==> src/rtl/conv_window_3x3.sv <==
// Streaming 3x3 sliding-window builder fed by two column-aligned line-delay taps.
// Optional CONV_WIN3X3_COUNT_EN adds a saturating per-frame window counter on win_count.
module conv_window_3x3 #(
    parameter int DATA_W = 8,
    parameter int IMG_W  = 256,
    parameter int IMG_H  = 256
) (
    input  logic                ap_clk,
    input  logic                reset_n,
    input  logic                in_valid,
    input  logic [DATA_W-1:0]   in_pixel,
    input  logic [DATA_W-1:0]   tap_row1,
    input  logic [DATA_W-1:0]   tap_row2,
    output logic                win_valid,
    output logic [9*DATA_W-1:0] win,
    output logic [15:0]         win_row,
    output logic [15:0]         win_col,
    output logic                frame_done,
    output logic                err_abort,
    output logic [15:0]         win_count
);

    localparam logic [15:0] LAST_COL = 16'(IMG_W - 1);
    localparam logic [15:0] LAST_ROW = 16'(IMG_H - 1);

    typedef enum logic {S_IDLE, S_RUN} state_t;

    state_t                r_state;
    logic [15:0]           r_col;
    logic [15:0]           r_row;
    logic [9*DATA_W-1:0]   r_sr;
    logic                  r_win_valid;
    logic [9*DATA_W-1:0]   r_win;
    logic [15:0]           r_win_row;
    logic [15:0]           r_win_col;
    logic                  r_frame_done;
    logic                  r_err_abort;

    logic [3*DATA_W-1:0]   w_col_in;
    logic [9*DATA_W-1:0]   w_sr_next;
    logic                  w_emit;
    logic                  w_last;

    // Incoming column, indexed by window row: row 0 is the oldest line.
    assign w_col_in = {in_pixel, tap_row1, tap_row2};

    genvar gi;
    generate
        for (gi = 0; gi < 3; gi++) begin : g_row
            assign w_sr_next[(gi*3+0)*DATA_W +: DATA_W] = r_sr[(gi*3+1)*DATA_W +: DATA_W];
            assign w_sr_next[(gi*3+1)*DATA_W +: DATA_W] = r_sr[(gi*3+2)*DATA_W +: DATA_W];
            assign w_sr_next[(gi*3+2)*DATA_W +: DATA_W] = w_col_in[gi*DATA_W +: DATA_W];
        end
    endgenerate

    // Columns carried over a row wrap are stale until two new pixels arrive.
    assign w_emit = (r_state == S_RUN) && in_valid && (r_row >= 16'd2) && (r_col >= 16'd2);
    assign w_last = (r_state == S_RUN) && in_valid && (r_row == LAST_ROW) && (r_col == LAST_COL);

    always_ff @(posedge ap_clk or negedge reset_n) begin
        if (!reset_n) begin
            r_state      <= S_IDLE;
            r_col        <= '0;
            r_row        <= '0;
            r_sr         <= '0;
            r_win_valid  <= 1'b0;
            r_win        <= '0;
            r_win_row    <= '0;
            r_win_col    <= '0;
            r_frame_done <= 1'b0;
            r_err_abort  <= 1'b0;
        end else begin
            r_win_valid  <= 1'b0;
            r_frame_done <= 1'b0;
            r_err_abort  <= 1'b0;
            case (r_state)
                S_IDLE: begin
                    if (in_valid) begin
                        r_sr    <= w_sr_next;
                        r_col   <= 16'd1;
                        r_row   <= '0;
                        r_state <= S_RUN;
                    end
                end
                S_RUN: begin
                    if (in_valid) begin
                        r_sr <= w_sr_next;
                        if (w_emit) begin
                            r_win_valid <= 1'b1;
                            r_win       <= w_sr_next;
                            r_win_row   <= r_row - 16'd1;
                            r_win_col   <= r_col - 16'd1;
                        end
                        if (w_last) begin
                            r_frame_done <= 1'b1;
                            r_col        <= '0;
                            r_row        <= '0;
                            r_state      <= S_IDLE;
                        end else if (r_col == LAST_COL) begin
                            r_col <= '0;
                            r_row <= r_row + 16'd1;
                        end else begin
                            r_col <= r_col + 16'd1;
                        end
                    end else begin
                        r_err_abort <= 1'b1;
                        r_col       <= '0;
                        r_row       <= '0;
                        r_state     <= S_IDLE;
                    end
                end
                default: r_state <= S_IDLE;
            endcase
        end
    end

`ifdef CONV_WIN3X3_COUNT_EN
    logic [15:0] r_count;

    // Holds the final total through the frame_done cycle, then clears.
    always_ff @(posedge ap_clk or negedge reset_n) begin
        if (!reset_n) begin
            r_count <= '0;
        end else if (r_frame_done || r_err_abort) begin
            r_count <= '0;
        end else if (w_emit && (r_count != 16'hFFFF)) begin
            r_count <= r_count + 16'd1;
        end
    end

    assign win_count = r_count;
`else
    assign win_count = '0;
`endif

    assign win_valid  = r_win_valid;
    assign win        = r_win;
    assign win_row    = r_win_row;
    assign win_col    = r_win_col;
    assign frame_done = r_frame_done;
    assign err_abort  = r_err_abort;

endmodule

==> config.mk <==
export PLATFORM = sky130hd
export DESIGN_NAME = conv_window_3x3
export DESIGN_NICKNAME = d
export VERILOG_FILES = /design/src/rtl/conv_window_3x3.sv
export SDC_FILE = /design/constraint.sdc
export NUM_CORES = 1
export LEC_CHECK = 0
export CAP_MARGIN = 20
export CELL_PAD_IN_SITES_DETAIL_PLACEMENT = 1
export CELL_PAD_IN_SITES_GLOBAL_PLACEMENT = 2
export CORE_MARGIN = 3
export CORE_UTILIZATION = 36
export CTS_CLUSTER_SIZE = 30
export DETAILED_ROUTE_END_ITERATION = 10
export PLACE_DENSITY = 0.8
export SYNTH_ARGS = -nofsm -noshare
export SYNTH_HDL_FRONTEND = slang
export SYNTH_SLANG_ARGS = --single-unit
export TNS_END_PERCENT = 20
==> constraint.sdc <==
create_clock -name ap_clk -period 2.25 [get_ports ap_clk]
set_input_delay 0.45 -clock ap_clk [delete_from_list [all_inputs] [get_ports ap_clk]]
set_output_delay 0.45 -clock ap_clk [all_outputs]
set_load 0.005 [all_outputs]
* Word-level counts from Yosys, hierarchy flattened *
Index checks and enable logic that the tools add are counted.

operators by class
  equality and inequality tests = 4
  mux-type cells = 23
  order comparisons = 2
  reduce and logical (&&, ||, !) cells = 7
  bitwise logic cells = 1
  add/subtract/negate cells = 4

operators by type and width
  cell                     count
  $mux W16                 8
  $mux W72                 1
  $pmux W16 S2             2
  $add A16 B1 Y16 const B  2
  $eq A16 B8 Y1 const B    2
  $ge A16 B2 Y1 const B    2
  $sub A16 B1 Y16 const B  2
  $mux W1                  11
  $logic_and A1 B1 Y1      5
  $ne A4 B2 Y1 const B     1
  $reduce_and A3 Y1        1
  $ne A2 B2 Y1 const B     1
  $pmux W1 S2              1
  $reduce_and A2 Y1        1
  $not A1 Y1               1

storage, ports and cells
  register bits = 212
  output and inout port bits = 123

* Depth between registers and ports, before layout *
Gate-level depths: netlist of the first run.

  depth in word-level cells = 6
  mapped depth = 9
  depth with buffers taken out = 7

* Worst setup path before layout of the first run *
Ideal clock, no wire load.

  kind = reg2reg
  start point = register r_row[1]
  end point = register r_row[5]
  slack = 0.221 ns
  cell stages (with the launch flop) = 7
  clock period less this slack = 2.029 ns
  arrival time = 1.959 ns
  buffers on the path = 0
  cells stage by stage = dfrtp_1 ha_1 nand4_1 and4bb_2 nand3b_2 or4b_2 nand3_1

between the ends
  longest elaborated chain between the ends = 6
  elaborated cells between the ends (all ways) = 10

ends and longest elaborated chain
  what                                                     line  text
  from (decl)                                              30    logic [15:0] r_row;
  from (signal assigned)                                   101   r_row <= r_row + 16'd1;
  branches (longest 6 deep; another with $add A16 B1 Y16)  --

Parallel ways; which one is timed is not known. The select of a mux whose other input is x is not followed.
A chain may end at the register's enable or synchronous reset.

* Worst setup path in the final report of the first run *
  start point = register r_row[14]
  end point = register r_win[8] (netlist: win[8])

between the ends
  longest elaborated chain between the ends = 4

ends and longest elaborated chain
  what                                line  text
  $ge A16 B2 Y1                       57    assign w_emit = (r_state == S_RUN) && in_valid && (r_row >= 16'd2) && (r_col >= 16'd2);
  $logic_and A1 B1 Y1 (2 in a row)    57
  $reduce_and A3 Y1 (no source line)  --
  to (signal assigned)                90    r_win <= w_sr_next;
  to (decl)                           33    logic [9*DATA_W-1:0] r_win;

Every way passes these cells.

==> results of run 1 <==
-- worst min-delay path by stage --
stage	to
after floorplan	err_abort
after global placement	r_col[9]
after detailed placement	r_col[9]
after CTS	err_abort
after global routing	err_abort
final	r_col[9]
-- cell families after synthesis --
group / after synthesis / synth area share [%]
DFF: 188 / 54.8
muxes: 154 / 22.2
and+or+nand+nor: 151 / 9.64
buffers and inverters: 76 / 5.04
AOI/OAI and AO/OA: 63 / 4.56
xor gates and xnor gates: 28 / 2.86
adders and majority gates: 6 / 0.874
other: 1 / 0.0437
-- power groups by stage --
stage | clock network, W | registers (W) | logic (W)
final | 0.00311 | 0.00376 | 0.000888
after detailed placement | 0 | 0.00383 | 0.000894
after floorplan | 0 | 0.00379 | 0.000408
after CTS | 0.00322 | 0.00376 | 0.000902
after global routing | 0.00338 | 0.00380 | 0.000971
after global placement | 0 | 0.00380 | 0.000869
-- critical path, delay by kind of cell (launching register included) --
family	cells	cell delay [ns]
flops	1	0.41
mux	1	0.31
compound gates	1	0.10
buf+inv	2	0.36
simple gates	3	0.87
-- through the flow --
| step | instances | setup WS [ns] | instance area (µm²) |
|---|---|---|---|
| 2_1_floorplan | 682 | 0.221 | 8650 |
| 3_3_place_gp | 1113 | -0.0206 | 10400 |
| 3_5_place_dp | 1113 | -0.0449 | 10400 |
| 4_1_cts | 1146 | 0.0197 | 11100 |
| 5_1_grt | 1148 | -0.0362 | 11100 |
| 6_report | 1148 | 0.0833 | 11100 |
-- cell type report --
class | count | area (µm²) | area share (%)
Clock buffer | 18 | 439 | 3.94
Clock inverter | 14 | 193 | 1.73
Inverter | 13 | 48.8 | 0.438
Multi-Input combinational cell | 418 | 3550 | 31.9
Sequential cell | 188 | 4710 | 42.3
Tap cell | 313 | 392 | 3.52
Timing Repair Buffer | 184 | 1810 | 16.2
-- state kept, by name, summed over array words and instances, names as in the netlist --
signal	flops
win_valid	1
err_abort	1
win_col	16
win	72
r_sr	48
r_row	16
r_col	16
r_state	1
frame_done	1
win_row	16
-- layout by cell type, fill, tap and decap left out, types with 4 or more instances in the layout --
| cell | instances |
|---|---|
| dfrtp_1 | 186 |
| clkdlybuf4s50_1 | 131 |
| mux2_2 | 104 |
| mux2_4 | 47 |
| buf_4 | 43 |
| nand2_1 | 36 |
| nor2_1 | 26 |
| o21ai_0 | 22 |
| nand3_1 | 20 |
| clkbuf_16 | 18 |
| conb_1 | 16 |
| xnor2_1 | 15 |
| inv_1 | 13 |
| a21oi_1 | 13 |
| xor2_1 | 13 |
| nand4_1 | 11 |
| nor3_1 | 10 |
| or4_1 | 9 |
| a21o_1 | 9 |
| or3_1 | 8 |
| o31ai_1 | 7 |
| clkinv_8 | 7 |
| nor4_1 | 6 |
| ha_1 | 6 |
| buf_12 | 6 |
| nor4_2 | 4 |
| inv_8 | 4 |
-- timing repair --
item                       CTS  global route
pin swaps                    0             1
setup endpoints to repair   86            30
hold endpoints to repair    14             0
resized for setup            1             9
hold buffers                 1             0
buffers inserted             0             2
-- layer usage --
metal	vias up	part of all wire [%]	track usage [%]
met3	19	3.4	3.17
met5	-	0	0
met2	121	50	28.7
met4	0	1.4	5.36
li1	2620	-	-
met1	2996	45	21.7
==> flow_summary.ini, run 1 <==
[sta]
finalSetupTns_ns = 0
hold_viol_final = 0
holdWs_ns = 0.418
fin_crit_ns = 2.17
fin_crit_sh_pct = 96.3
fmax_mhz = 462
tightest_slew_ns = 0.792
skew_ns = 0.0208
finalSetupViolCount = 0
drv_slew = 0
rsz0062_at_grt = yes
slew_headroom_pct = 47.0

[critical_path]
regToRegSetupSlack_ns = 0.08
critPathMaxFanout = 6
critical_path.endpoint = win[8]
cp-startpoint = r_row[14]
worstPathRequired_ns = 2.57
slowest_delay_ns = 0.41
crit_path_top_delay_cell = dfrtp_1
path_class = register to register
crit_top_cell = buf_4
start_kind = register
reg2reg_to = win[8]
worstSetupEndpointType = register
r2r_start = r_row[14]
cp_cell_sequence = nor4_2 -> nand4_1 -> nor3_4 -> a311oi_4 -> buf_4 -> buf_4 -> mux2_4
r2r_cells = 7
arrival_ns = 2.49

[synth]
synthTopCellsByCount = dfrtp_1 (188), mux2_2 (104), mux2_4 (47), nand2_1 (36), nor2_1 (28)
ys.flop_type = dfrtp_1
async_flop_share_pct = 100
synth_edf_count = 0
yosysUniqueCellTypes = 50
synth_warnings = 0
yosysTopAreaCellShare_pct = 54.8
ys_seq_elements = 188
syn_inst = 667
yosysTopAreaCell = dfrtp_1
ys_seq_area_share_pct = 54.8
avgSynthCellArea_um2 = 12.9
synth_area_leaders = dfrtp_1 (55%), mux2_2 (14%), mux2_4 (8.2%), buf_4 (1.7%), nand2_1 (1.6%)
synth.cell_area_um2 = 8590
yosysMostFrequentCell = dfrtp_1

[cts]
clock_latency_ns = 0.45
clk_path_buf_depth = 2
ctsRootBufferMaster = clkbuf_16
cts_htree_levels = 4
clock_sinks = 188
numCtsBuffers = 17
cts_tree = yes
path_clk_slew_ns = 0.08

[power]
p_comb_share_pct = 11.4
p_int_w = 0.00570
p_sw_share_pct = 26.5
power_leakage_nw = 5.00
switchingPower_w = 0.00206
power_frac_clock_pct = 40.1
total_power_w = 0.00776
p_per_area_nw_per_um2 = 697
peakVddDrop_mv = 0.423
power_frac_seq_pct = 48.4

[finish]
area_growth_pct = 29.6
fillers = 2391
utilization_pct = 48.3
num_antenna_cells = 0
drive_above_1_share_pct = 30.5
final_nets = 855

[job]
max_cap_violations = 0

[floorplan]
dieArea_um2 = 25700
initial_utilization_pct = 37.3
core_area_um2 = 23100
row_count = 55
die_w_um = 160
fp.dieH_um = 160
num_io_pins = 150

[grt]
grt.total_usage_pct = 16.8
grt_pass1_vias = 6474
grt_overflow = 0
antenna_found_initial = 0
grt_max_degree = 78
grt_pass1_wl_um = 35100

[routing]
remaining_drc_errors = 0
firstDrtPassIters = 4
viasPerCell = 5.01
drtAntennaViolNets = 0
post_drt_wl_per_cell_um = 18.3
dr_total_vias = 5756
drt-total-wl_um = 21100
drtIter0Drc = 286

[run_status]
status = complete, no violations

[placed_design]
post-dp-hpwl_um = 14800
io_buffers = 133
place.gp.congestion = 0.819

[worst_hold_path]
hold_path_class = input port to asynchronous set/reset pin
No activity file was read; power rests on OpenSTA's default activity.
==> run 2: changes to the inputs <==
CAP_MARGIN = 10   (was 20)
CTS_CLUSTER_SIZE = unset   (was 30)
==> results of run 2 <==
Same layout as run 1: the final DEF is identical, and so are final timing and power.
==> run 3: changes to the inputs <==
CORE_UTILIZATION = 39   (was 36)
GPL_TIMING_DRIVEN = 1   (was unset)
PLACE_DENSITY = 0.86   (was 0.8)
clock period = 2.7 ns   (was 2.25 ns; I/O delays follow)
==> run 3 against run 2 <==
Net effect:
- hold slack got worse by 0.30 ns
- fmax down 13%
- via count shrank 2.1%
- critical path depth is 1 lower
- sequential share of layout area increased by 1.6 points
- global-route usage rose by 0.85 points
- register-to-register slack better by 0.13 ns
- design area decreased by 3.8%
- critical endpoint is now r_row[11]
==> flow_summary.ini, run 3 (synthesis results as in run 1) <==
[run_status]
status = complete, no violations

[floorplan]
num_io_pins = 150
row_count = 53
core_area_um2 = 21400
die_w_um = 154
initial_utilization_pct = 40.2
fp.dieH_um = 154
dieArea_um2 = 23800

[power]
peakVddDrop_mv = 0.411
power_leakage_nw = 4.79
p_int_w = 0.00469
power_frac_seq_pct = 49.3
power_frac_clock_pct = 39.4
p_comb_share_pct = 11.3
switchingPower_w = 0.00166
p_sw_share_pct = 26.1
p_per_area_nw_per_um2 = 593

[finish]
fillers = 2213
largest_register_ffs = 72
fin_area_um2 = 10700
area_growth_pct = 24.8
mostFrequentLayoutCell = dfrtp_1
layout_common_cells = dfrtp_1 (188), clkdlybuf4s50_1 (131), mux2_2 (104), mux2_4 (47), nand2_1 (36)
drive_above_1_share_pct = 26.7
num_antenna_cells = 0
final_nets = 821

[sta]
slew_headroom_pct = 51.2
skew_ns = 0.0121
drv_slew = 0
rsz0062_at_grt = no
finalSetupViolCount = 0
fmax_mhz = 402
finalSetupTns_ns = 0
hold_viol_final = 0
fin_crit_ns = 2.49
fin_crit_sh_pct = 92.1
tightest_slew_ns = 0.726

[cts]
ctsRootBufferMaster = clkbuf_16
cts_htree_levels = 4
clk_path_buf_depth = 2
path_clk_slew_ns = 0.08
cts_setup_buffers = 0
cts_hold_buf = 0
clock_sinks = 188
clock_latency_ns = 0.43
numCtsBuffers = 17
cts_tree = yes

[worst_hold_path]
hold_path_class = input port to asynchronous set/reset pin

[critical_path]
critPathMaxFanout = 20
regToRegSetupSlack_ns = 0.21
path_class = register to register
worstSetupEndpointType = register
reg2reg_to = r_row[11]
worstPathRequired_ns = 3.05
r2r_cells = 6
start_kind = register
r2r_start = r_col[10]
arrival_ns = 2.83

[grt]
antenna_found_initial = 0
grt.total_usage_pct = 17.7
grt_max_degree = 92
grt_overflow = 0
grt_pass1_vias = 6138
grt_pass1_wl_um = 33900

[placed_design]
place.gp.congestion = 0.847
place_area_um2 = 10100
io_buffers = 133
post-dp-hpwl_um = 14000

[routing]
dr_total_vias = 5638
drtIter0Drc = 299
drtAntennaViolNets = 0
remaining_drc_errors = 0
firstDrtPassIters = 4
viasPerCell = 5.24
drt-total-wl_um = 20500
post_drt_wl_per_cell_um = 19.1

[job]
max_cap_violations = 0
-- run 3: worst max-delay path: stages (launching register included) --
cell and delay [ns]:
dfrtp_1 0.48, nor4_1 0.37, and2_1 0.41, a21oi_1 0.21, buf_4 0.25, or4_1 0.49
a21oi_1 0.18
-- run 3: layer usage --
layer / global-route usage [%] / routed length (µm)
met5: 0 / 0
met4: 5.55 / 271
met3: 3.55 / 892
met2: 29.7 / 10300
met1: 23.2 / 9120
-- run 3: timing repair --
action	CTS	global route
resized for setup	0	1
endpoints found under the setup margin	0	44
endpoints found under the hold margin	0	0
-- run 3: worst max path at each step --
stage	from	end	cells after the start
floorplan	r_row[1]	r_row[5]	6
global placement	r_row[9]	win_col[15]	6
detailed placement	r_row[9]	win[10]	6
CTS	r_row[9]	win[10]	6
global route	r_col[10]	r_row[11]	6
finish	r_col[10]	r_row[11]	6
-- run 3: cell type report --
class / count / area (µm²) / share of cell area (%)
clock buffers: 18 / 429 / 4.00
clock inverters: 14 / 173 / 1.61
inverters: 13 / 48.8 / 0.455
multi-input cells: 418 / 3520 / 32.9
flip-flops and latches: 188 / 4700 / 43.9
well taps: 275 / 344 / 3.21
repair buffers: 150 / 1490 / 13.9
-- run 3: metrics by stage --
| step | std cells | power [W] | setup WS (ns) | util (%) | hold WS [ns] |
|---|---|---|---|---|---|
| 2_1_floorplan | 682 | 0.00350 | 0.671 | - | 0.244 |
| 3_3_place_gp | 1044 | 0.00387 | 0.262 | 47.3 | 0.484 |
| 3_5_place_dp | 1044 | 0.00392 | 0.241 | 47.3 | 0.491 |
| 4_1_cts | 1076 | 0.00646 | 0.140 | 50.2 | 0.133 |
| 5_1_grt | 1076 | 0.00667 | 0.0971 | 50.2 | 0.163 |
| 6_report | 1076 | 0.00635 | 0.214 | 50.2 | 0.120 |
-- run 3: power by group through the flow --
| stage | Combinational (W) | Clock (W) | Sequential (W) |
|---|---|---|---|
| 6_report | 0.000718 | 0.00250 | 0.00313 |
| 5_1_grt | 0.000787 | 0.00272 | 0.00316 |
| 4_1_cts | 0.000736 | 0.00259 | 0.00314 |
| 3_5_place_dp | 0.000731 | 0 | 0.00319 |
| 3_3_place_gp | 0.000704 | 0 | 0.00317 |
| 2_1_floorplan | 0.000340 | 0 | 0.00316 |
==> RTL change (settings of run 2) <==
Put one more register stage on the output `win`, cleared by the reset. The value now appears one clock later. The other outputs are not delayed to match.
--- a/src/rtl/conv_window_3x3.sv
+++ b/src/rtl/conv_window_3x3.sv
@@ -135,5 +135,11 @@
 
     assign win_valid  = r_win_valid;
-    assign win        = r_win;
+    always_ff @(posedge ap_clk or negedge reset_n) begin
+        if (!reset_n) begin
+            win <= '0;
+        end else begin
+            win <= r_win;
+        end
+    end
     assign win_row    = r_win_row;
     assign win_col    = r_win_col;
Check against the original RTL: no difference found for any inputs over 10 cycles, from zero or initial values and one cycle with reset_n low; that may be too few to reach the edited logic, so the function may still have changed.
==> RTL change against run 2 <==
Power rose by 42%; non-clock buffer count up 11; synthesized cell count is 14% higher; worst hold slack worse by 0.20 ns; sequential cell count up 72; fmax is 0.46% lower; routed wire length is 7.0% higher; cell area up 18%; synthesized area rose by 18%; via count grew 10%; worst setup slack got worse by 0.010 ns; clock skew shrank 0.0083 ns; largest cell class unchanged; largest power group unchanged.
==> RTL change: results <==
set metrics [dict create \
    met1_usage 0.191 \
    drive_gt1_frac 0.246 \
    layout.cells.non_filler 1328 \
    dp_hpwl_um 15200 \
    grt.met3_usage 0.0346 \
    nonClkBufAreaFrac 0.143 \
    seq_area_mm2 0.00651 \
    cts-htree-levels 1 \
    r2r-end "r_win[45]$_DFFE_PN0P_" \
    sh_seq_area 0.497 \
    dieWidth_um 174 \
    grt_pass1_wl_um 36600 \
    hold_path.class "in -> reg" \
    slowest_delay_ns 0.53 \
    wl_met2_um 10900 \
    multiInputGateArea_mm2 0.00323 \
    vdd_drop_max_mv 0.542 \
    yosys-top-cells-area "dfrtp_1, mux2_2, nand2_1" \
    arrival_ns 2.59 \
    synth_area_per_cell_um2 13.3 \
    nNetsFinal 967 \
    power_leakage_nw 6.08 \
    clock_path_buffers 3 \
    ys_ff_latch 260 \
    finalCritPeriodShare 0.967 \
    synth_compound_area_frac 0.0515 \
    status "completed" \
    multi_input_cells 440 \
    numCtsBuffers 28 \
    synthAdderAreaFrac 0.00743 \
    dp_slack_ns 0.0706 \
    synth-xor-area-share 0.0329 \
    p_sw_mw 2.45 \
    ys_top_cells_by_count "dfrtp_1, mux2_2, nand2_1" \
    wl_met3_um 1260 \
]
RTL change: cell count changes in the layout (fill, tap and decap cells not counted), moves of 8 or more:
cell | run 2 | this run
dfrtp_1 | 186 | 260
nand2_1 | 36 | 63
nand3_1 | 20 | 12
mux2_2 | 104 | 112
clkbuf_16 | 18 | 29
o21ai_0 | 22 | 32
o21ai_1 | 1 | 23
buf_4 | 43 | 55
mux2_4 | 47 | 1
xnor2_1 | 15 | 23
RTL change: kinds of logic (layout without fill, tap and decap cells):
family / after synthesis / count (layout)
adder cells (fa/ha/maj): 6 / 6
other: 1 / 16
buffers and inverters: 75 / 256
flip-flops: 260 / 260
multiplexers: 120 / 120
XOR/XNOR: 38 / 38
AO/OA/AOI/OAI: 89 / 89
AND/OR/NAND/NOR: 171 / 171
RTL change: critical path, delay by kind of cell (launching register included):
family          cells  cell delay (ns)
flops               1             0.37
mux                 1             0.36
buf+inv             1             0.29
compound gates      1             0.32
simple gates        2             0.70
